[src/rtl/rgb_fade_sequencer_if.sv]
// Control/status bundle for rgb_fade_sequencer.
// Strobe semantics: cfg_we, start and stop are single-cycle strobes with no
// back-pressure. Each one is acted on at the CLK edge where it is high. The
// sequencer has no ready signal: a write is always accepted, a start while
// busy is dropped, and stop always wins.
interface rgb_fade_sequencer_if #(
    parameter int DUTY_W = 16,
    parameter int IDX_W  = 3,
    parameter int DIV_W  = 24
);
    logic                  cfg_we;
    logic [IDX_W-1:0]      cfg_addr;
    logic [3*DUTY_W-1:0]   cfg_data;
    logic [DIV_W-1:0]      step_div;
    logic [DUTY_W-1:0]     step_size;
    logic [15:0]           hold_steps;
    logic [IDX_W-1:0]      last_idx;
    logic                  loop_en;
    logic                  start;
    logic                  stop;
    logic [DUTY_W-1:0]     duty_r;
    logic [DUTY_W-1:0]     duty_g;
    logic [DUTY_W-1:0]     duty_b;
    logic                  busy;
    logic [IDX_W-1:0]      frame_idx;
    logic                  frame_done;
    logic [1:0]            dbg_state;

    modport master (
        output cfg_we, cfg_addr, cfg_data, step_div, step_size, hold_steps,
               last_idx, loop_en, start, stop,
        input  duty_r, duty_g, duty_b, busy, frame_idx, frame_done, dbg_state
    );

    modport slave (
        input  cfg_we, cfg_addr, cfg_data, step_div, step_size, hold_steps,
               last_idx, loop_en, start, stop,
        output duty_r, duty_g, duty_b, busy, frame_idx, frame_done, dbg_state
    );
endinterface

[src/rtl/rgb_fade_sequencer.sv]
// Keyframe scheduler for the RGB PWM datapath: ramps three duty values toward
// table keyframes at a programmable rate, holds each one, then advances
// (optionally looping). dbg_state exposes the FSM state (0 IDLE, 1 LOAD,
// 2 FADE, 3 HOLD).
module rgb_fade_sequencer #(
    parameter int DUTY_W = 16,
    parameter int IDX_W  = 3,
    parameter int DIV_W  = 24
) (
    input  logic                   CLK,
    input  logic                   nRST,
    rgb_fade_sequencer_if.slave    ctl
);
    localparam int DEPTH = 1 << IDX_W;

    typedef enum logic [1:0] {
        S_IDLE = 2'd0,
        S_LOAD = 2'd1,
        S_FADE = 2'd2,
        S_HOLD = 2'd3
    } state_t;

    state_t                r_state;
    state_t                w_next_state;
    logic [3*DUTY_W-1:0]   r_table [DEPTH];
    logic [DUTY_W-1:0]     r_tgt_r, r_tgt_g, r_tgt_b;
    logic [DUTY_W-1:0]     r_duty_r, r_duty_g, r_duty_b;
    logic [DIV_W-1:0]      r_div_cnt;
    logic [15:0]           r_hold_cnt;
    logic [IDX_W-1:0]      r_frame_idx;
    logic                  r_frame_done;

    logic [DIV_W-1:0]      w_div_term;
    logic [DUTY_W-1:0]     w_step;
    logic                  w_tick;
    logic                  w_all_eq;
    logic                  w_hold_done;
    logic                  w_start_ok;

    // Move cur toward tgt by at most step; never overshoots, never wraps.
    function automatic logic [DUTY_W-1:0] f_step(input logic [DUTY_W-1:0] cur,
                                                 input logic [DUTY_W-1:0] tgt,
                                                 input logic [DUTY_W-1:0] step);
        logic [DUTY_W-1:0] diff;
        if (tgt > cur) begin
            diff   = tgt - cur;
            f_step = cur + ((diff < step) ? diff : step);
        end else begin
            diff   = cur - tgt;
            f_step = cur - ((diff < step) ? diff : step);
        end
    endfunction

    // Zero divider/step values behave as 1 so the sequencer always makes progress.
    assign w_div_term = (ctl.step_div == '0) ? '0 : ctl.step_div - DIV_W'(1);
    assign w_step     = (ctl.step_size == '0) ? DUTY_W'(1) : ctl.step_size;
    assign w_tick     = ((r_state == S_FADE) || (r_state == S_HOLD)) && (r_div_cnt == w_div_term);
    assign w_all_eq   = (r_duty_r == r_tgt_r) && (r_duty_g == r_tgt_g) && (r_duty_b == r_tgt_b);
    assign w_start_ok = (r_state == S_IDLE) && ctl.start && !ctl.stop;

    // Next-state logic; stop overrides every other transition.
    always_comb begin
        w_next_state = r_state;
        w_hold_done  = 1'b0;
        case (r_state)
            S_IDLE: if (ctl.start) w_next_state = S_LOAD;
            S_LOAD: w_next_state = S_FADE;
            S_FADE: if (w_all_eq) w_next_state = S_HOLD;
            S_HOLD: begin
                if (w_tick && (r_hold_cnt == 16'd0)) begin
                    w_hold_done = 1'b1;
                    if ((r_frame_idx != ctl.last_idx) || ctl.loop_en) w_next_state = S_LOAD;
                    else                                               w_next_state = S_IDLE;
                end
            end
            default: w_next_state = S_IDLE;
        endcase
        if (ctl.stop) begin
            w_next_state = S_IDLE;
            w_hold_done  = 1'b0;
        end
    end

    // State register.
    always_ff @(posedge CLK or negedge nRST) begin
        if (!nRST) r_state <= S_IDLE;
        else       r_state <= w_next_state;
    end

    // Keyframe table: writes accepted in any state.
    always_ff @(posedge CLK or negedge nRST) begin
        if (!nRST) begin
            for (int i = 0; i < DEPTH; i++) r_table[i] <= '0;
        end else if (ctl.cfg_we) begin
            r_table[ctl.cfg_addr] <= ctl.cfg_data;
        end
    end

    // Step-rate divider: cleared on FADE entry, free-runs through FADE and HOLD.
    always_ff @(posedge CLK or negedge nRST) begin
        if (!nRST) begin
            r_div_cnt <= '0;
        end else if ((w_next_state == S_FADE) && (r_state != S_FADE)) begin
            r_div_cnt <= '0;
        end else if ((r_state == S_FADE) || (r_state == S_HOLD)) begin
            r_div_cnt <= w_tick ? '0 : r_div_cnt + DIV_W'(1);
        end else begin
            r_div_cnt <= '0;
        end
    end

    // Target latch, only in LOAD, so table edits apply at the next load.
    always_ff @(posedge CLK or negedge nRST) begin
        if (!nRST) begin
            r_tgt_r <= '0;
            r_tgt_g <= '0;
            r_tgt_b <= '0;
        end else if (r_state == S_LOAD) begin
            {r_tgt_r, r_tgt_g, r_tgt_b} <= r_table[r_frame_idx];
        end
    end

    // Duty ramp: one bounded step per tick while fading; frozen on stop.
    always_ff @(posedge CLK or negedge nRST) begin
        if (!nRST) begin
            r_duty_r <= '0;
            r_duty_g <= '0;
            r_duty_b <= '0;
        end else if ((r_state == S_FADE) && w_tick && !ctl.stop) begin
            r_duty_r <= f_step(r_duty_r, r_tgt_r, w_step);
            r_duty_g <= f_step(r_duty_g, r_tgt_g, w_step);
            r_duty_b <= f_step(r_duty_b, r_tgt_b, w_step);
        end
    end

    // Hold counter: loaded when the keyframe is reached, decremented per tick.
    always_ff @(posedge CLK or negedge nRST) begin
        if (!nRST) begin
            r_hold_cnt <= '0;
        end else if ((r_state == S_FADE) && w_all_eq) begin
            r_hold_cnt <= ctl.hold_steps;
        end else if ((r_state == S_HOLD) && w_tick && (r_hold_cnt != 16'd0) && !ctl.stop) begin
            r_hold_cnt <= r_hold_cnt - 16'd1;
        end
    end

    // Frame index: reset on start, advanced or wrapped when a hold completes.
    always_ff @(posedge CLK or negedge nRST) begin
        if (!nRST) begin
            r_frame_idx <= '0;
        end else if (w_start_ok) begin
            r_frame_idx <= '0;
        end else if (w_hold_done) begin
            if (r_frame_idx != ctl.last_idx) r_frame_idx <= r_frame_idx + IDX_W'(1);
            else if (ctl.loop_en)            r_frame_idx <= '0;
        end
    end

    // Registered one-cycle completion pulse.
    always_ff @(posedge CLK or negedge nRST) begin
        if (!nRST) r_frame_done <= 1'b0;
        else       r_frame_done <= w_hold_done;
    end

    assign ctl.duty_r     = r_duty_r;
    assign ctl.duty_g     = r_duty_g;
    assign ctl.duty_b     = r_duty_b;
    assign ctl.busy       = (r_state != S_IDLE);
    assign ctl.frame_idx  = r_frame_idx;
    assign ctl.frame_done = r_frame_done;
    assign ctl.dbg_state  = r_state;
endmodule

[src/flat_wrapper.sv]
// flat-port wrapper written by rule: the top's interface ports become plain ports
module rgb_fade_sequencer_flat 
#(
    parameter int DUTY_W = 16,
    parameter int IDX_W  = 3,
    parameter int DIV_W  = 24
)
  (CLK, nRST, ctl_cfg_we, ctl_cfg_addr, ctl_cfg_data, ctl_step_div, ctl_step_size, ctl_hold_steps, ctl_last_idx, ctl_loop_en, ctl_start, ctl_stop, ctl_duty_r, ctl_duty_g, ctl_duty_b, ctl_busy, ctl_frame_idx, ctl_frame_done, ctl_dbg_state);
  rgb_fade_sequencer_if #(.DUTY_W(DUTY_W), .IDX_W(IDX_W), .DIV_W(DIV_W)) ctl_i ();
  input  logic CLK;
  input  logic nRST;
  input wire logic [$bits(ctl_i.cfg_we)-1:0] ctl_cfg_we;
  input wire logic [$bits(ctl_i.cfg_addr)-1:0] ctl_cfg_addr;
  input wire logic [$bits(ctl_i.cfg_data)-1:0] ctl_cfg_data;
  input wire logic [$bits(ctl_i.step_div)-1:0] ctl_step_div;
  input wire logic [$bits(ctl_i.step_size)-1:0] ctl_step_size;
  input wire logic [$bits(ctl_i.hold_steps)-1:0] ctl_hold_steps;
  input wire logic [$bits(ctl_i.last_idx)-1:0] ctl_last_idx;
  input wire logic [$bits(ctl_i.loop_en)-1:0] ctl_loop_en;
  input wire logic [$bits(ctl_i.start)-1:0] ctl_start;
  input wire logic [$bits(ctl_i.stop)-1:0] ctl_stop;
  output wire logic [$bits(ctl_i.duty_r)-1:0] ctl_duty_r;
  output wire logic [$bits(ctl_i.duty_g)-1:0] ctl_duty_g;
  output wire logic [$bits(ctl_i.duty_b)-1:0] ctl_duty_b;
  output wire logic [$bits(ctl_i.busy)-1:0] ctl_busy;
  output wire logic [$bits(ctl_i.frame_idx)-1:0] ctl_frame_idx;
  output wire logic [$bits(ctl_i.frame_done)-1:0] ctl_frame_done;
  output wire logic [$bits(ctl_i.dbg_state)-1:0] ctl_dbg_state;
  assign ctl_i.cfg_we = ctl_cfg_we;
  assign ctl_i.cfg_addr = ctl_cfg_addr;
  assign ctl_i.cfg_data = ctl_cfg_data;
  assign ctl_i.step_div = ctl_step_div;
  assign ctl_i.step_size = ctl_step_size;
  assign ctl_i.hold_steps = ctl_hold_steps;
  assign ctl_i.last_idx = ctl_last_idx;
  assign ctl_i.loop_en = ctl_loop_en;
  assign ctl_i.start = ctl_start;
  assign ctl_i.stop = ctl_stop;
  assign ctl_duty_r = ctl_i.duty_r;
  assign ctl_duty_g = ctl_i.duty_g;
  assign ctl_duty_b = ctl_i.duty_b;
  assign ctl_busy = ctl_i.busy;
  assign ctl_frame_idx = ctl_i.frame_idx;
  assign ctl_frame_done = ctl_i.frame_done;
  assign ctl_dbg_state = ctl_i.dbg_state;
  rgb_fade_sequencer #(.DUTY_W(DUTY_W), .IDX_W(IDX_W), .DIV_W(DIV_W)) u_core (.CLK(CLK), .nRST(nRST), .ctl(ctl_i));
endmodule
[config.mk]
export PLATFORM = sky130hd
export DESIGN_NAME = rgb_fade_sequencer_flat
export DESIGN_NICKNAME = d
export VERILOG_FILES = /design/src/rtl/rgb_fade_sequencer_if.sv /design/src/rtl/rgb_fade_sequencer.sv /design/src/flat_wrapper.sv
export SDC_FILE = /design/constraint.sdc
export NUM_CORES = 1
export LEC_CHECK = 0
export CORE_MARGIN = 1
export CORE_UTILIZATION = 50
export DETAILED_ROUTE_END_ITERATION = 8
export PLACE_DENSITY = 0.71
export REMOVE_ABC_BUFFERS = 1
export SLEW_MARGIN = 30
export SYNTH_ARGS = -nofsm -noshare
export SYNTH_HDL_FRONTEND = slang
export SYNTH_SLANG_ARGS = --single-unit
[constraint.sdc]
create_clock -name CLK -period 7.1 [get_ports CLK]
set_input_delay 1.42 -clock CLK [delete_from_list [all_inputs] [get_ports CLK]]
set_output_delay 1.42 -clock CLK [all_outputs]
set_load 0.1 [all_outputs]
==> results of run 1 <==
-- through the flow --
| stage | area [µm²] | setup TNS, ns | setup WS [ns] | utilization, % |
|---|---|---|---|---|
| 2_1_floorplan | 34800 | -32.83 | -2.53 | - |
| 3_3_place_gp | 40300 | -0.642 | -0.441 | 57.4 |
| 3_5_place_dp | 40200 | -1.11 | -0.513 | 57.3 |
| 4_1_cts | 42200 | -0.0298 | -0.0298 | 60.2 |
| 5_1_grt | 42900 | -0.500 | -0.141 | 61.2 |
| 6_report | 42900 | 0 | 0.217 | 61.2 |
-- where the power goes --
part	leakage [nW]	internal [W]	switching, W
clock network	0.920	0.00169	0.00126
logic	11.3	0.00420	0.00435
registers	6.25	0.00359	0.000342
-- timing repair --
| item | 4_1_cts | 5_1_grt |
|---|---|---|
| pin swaps | 5 | 66 |
| resized for setup | 25 | 130 |
| setup buffers | 1 | 22 |
| endpoints found under the setup margin | 6 | 12 |
-- sequential cells by signal, indices dropped and copies added, names as in the netlist, 3 cells and up --
register	flops
u_core.r_table	384
u_core.r_div_cnt	24
u_core.ctl.duty_b	16
u_core.ctl.duty_g	16
u_core.ctl.duty_r	16
u_core.r_hold_cnt	16
u_core.r_tgt_b	16
u_core.r_tgt_g	16
u_core.r_tgt_r	16
u_core.ctl.frame_idx	3
-- kinds of logic (layout without fill, tap and decap cells) --
| logic type | Yosys count | count (layout) | synth area share (%) |
|---|---|---|---|
| other | 0 | 2 | 0 |
| and+or+nand+nor | 821 | 821 | 11.4 |
| muxes | 601 | 601 | 21.7 |
| buffers and inverters | 353 | 807 | 3.81 |
| xor gates and xnor gates | 214 | 214 | 5.36 |
| DFF | 526 | 526 | 37.1 |
| AOI/OAI and AO/OA | 666 | 666 | 11.8 |
| adders and majority gates | 244 | 244 | 8.80 |
-- critical path, delay by kind of cell, from the launching register on --
| kind | cells | cell delay [ns] |
|---|---|---|
| XOR/XNOR | 2 | 0.33 |
| multiplexers | 2 | 0.37 |
| flip-flops | 1 | 0.40 |
| AND/OR/NAND/NOR | 4 | 0.45 |
| AO/OA/AOI/OAI | 18 | 3.30 |
| buffers and inverters | 6 | 0.51 |
| adder cells (fa/ha/maj) | 5 | 1.43 |
-- synth_stat cells (all sizes together) (9+ instances only) --
cell type,number
a2111oi,9
a211o,9
a211oi,25
a21o,66
a21oi,185
a31o,9
a31oi,11
and2,12
and3,25
buf,47
clkbuf,135
dfrtp,526
fa,9
ha,235
inv,167
mux2,394
mux2i,111
mux4,96
nand2,264
nand2b,21
nand3,54
nand4,40
nor2,201
nor2b,21
nor3,61
nor4,25
o211ai,37
o21a,14
o21ai,198
o21bai,20
o31ai,11
or2,15
or3,25
or4,14
xnor2,145
xor2,67
-- placed cells by master, fill, tap and decap left out, types with 108 or more instances in the layout --
master,instances
mux2i_1,108
nand2_1,263
o21ai_0,171
dfrtp_1,522
clkdlybuf4s50_1,158
a21oi_1,151
ha_1,222
buf_4,351
nor2_1,196
xnor2_1,139
mux2_2,393
inv_1,163
-- layer usage --
| layer | share of wire, % | up-vias | GRT usage [%] |
|---|---|---|---|
| met1 | 45 | 13900 | 37.3 |
| li1 | - | 13200 | - |
| met3 | 5.2 | 138 | 4.38 |
| met2 | 47 | 614 | 43.3 |
| met5 | 0.056 | - | 0 |
| met4 | 2.3 | 8 | 7.40 |
-- final cells by class --
class / instances / area (µm²) / area share [%]
multi-input combinational: 2546 / 21600 / 50.3
sequential: 526 / 13200 / 30.7
timing repair buffer: 531 / 4460 / 10.4
clock buffer: 85 / 1690 / 3.94
tap: 940 / 1180 / 2.74
inverter: 171 / 642 / 1.50
clock inverter: 20 / 201 / 0.469
antenna: 2 / 5.00 / 0.0117
-- worst max path at each step --
stage / slack, ns / end / from
3_5_place_dp: -0.51 / u_core.ctl.duty_g[15] / u_core.r_tgt_g[0]
3_3_place_gp: -0.44 / u_core.ctl.duty_g[15] / ctl_step_size[2]
2_1_floorplan: -2.53 / u_core.ctl.duty_g[15] / u_core.ctl.duty_g[1]
4_1_cts: -0.03 / u_core.ctl.duty_g[15] / u_core.r_tgt_g[0]
6_report: 0.22 / u_core.ctl.duty_g[14] / u_core.ctl.duty_g[0]
5_1_grt: -0.14 / u_core.ctl.duty_g[15] / u_core.r_tgt_g[0]
==> flow_metrics.tcl, run 1 <==
set metrics [dict create \
    outcome "complete, no violations" \
    avgSynthCellArea_um2 10.4 \
    arrival_ns 7.39 \
    ir_drop_mv 0.256 \
    grt_pass1_vias 28000 \
    clk_latency_ns 0.64 \
    synth_edf_count 0 \
    hold_path_class "reg -> reg" \
    drtIter0Drc 2016 \
    power.leakage_nw 18.4 \
    layout.cells.non_filler 4821 \
    post-route-period-util_pct 96.9 \
    p_per_area_nw_per_um2 359 \
    ys_seq_area_share_pct 37.1 \
    maxSlewHeadroom_pct 31.8 \
    cp_common_cell "a21oi_2" \
    syn_area_um2 35500 \
    r2r-end "u_core.ctl.duty_g[14]" \
    synth.largest_area_cell "dfrtp_1" \
    power_w 0.0154 \
    hold_viol 0 \
    grt_max_degree 173 \
    yosysTopAreaCellShare_pct 37.1 \
    rows 97 \
    r2r_start "u_core.ctl.duty_g[0]" \
    min_delay_path_depth 2 \
    fp.dieW_um 268 \
    cp_max_fo 4 \
    holdBufCountCts 0 \
    report.final.setup_viol 0 \
    cts_root_buf "clkbuf_16" \
    synth_area_leaders "dfrtp_1 (37%), mux2_2 (13%), ha_1 (8.3%)" \
    start_kind "register" \
    min-delay-start "u_core.r_tgt_b[15]" \
    ys_seq_elements 526 \
    cp_data_required_time_ns 7.61 \
    dp.cells 4689 \
    area_growth_pct 21.1 \
    final_max_slew_viol_count 0 \
    worst_clock_skew_ns 0.0545 \
    synthArstFlopShare_pct 100 \
    whs_ns 0.498 \
    period_needed_ns 6.88 \
    ys.flop_type "dfrtp_1" \
    syn_inst 3425 \
    die_h_um 268 \
    wire_per_inst_um 20.0 \
    initial_core_util_pct 50.6 \
    drt-total-wl_um 96500 \
    cp_slowest_cell "a2111o_1" \
    path_class "reg -> reg" \
    cts_tree "yes" \
    maxCapViolCount 0 \
    grt_antenna_before_repair 5 \
    worst_hold_path.endpoint "u_core.r_tgt_b[15]" \
    fillers 5763 \
    numCtsBuffers 56 \
    pin_count 171 \
    drc 0 \
    ant_nets 0 \
    worstMarginPinSlew_ns 1.02 \
    clockBufferDepth 3 \
    fmax_ghz 0.145 \
    finalNetCount 4192 \
    cts.sinks 526 \
    h-tree-depth 2 \
    r2r_setup_slack_ns 0.22 \
    synth_cell_type_count 89 \
    gp_congestion 0.958 \
    grt.total_usage_pct 26.9 \
    cpPeakStageDelay_ns 0.41 \
    clk_pin_slew_ns 0.07 \
    drive_gt1_share_pct 29.0 \
    grt_first_pass_wirelength_um 152000 \
    ys_warn_count 0 \
    core_area_um2 70100 \
    dr.pass1.iters 5 \
    r2r_cells 37 \
    cp-end-kind "register" \
    overflow 0 \
    io_buffers 170 \
    via_per_inst 5.78 \
    vias 27900 \
    die_area_um2 72000 \
    dp_hpwl_um 68200 \
]
Power figures use the tool's default switching activity.
==> run 2: changes to the inputs <==
GPL_TIMING_DRIVEN = 1   (was not set)
==> results of run 2 <==
Same layout as run 1: the final DEF is identical, and so are final timing and power.
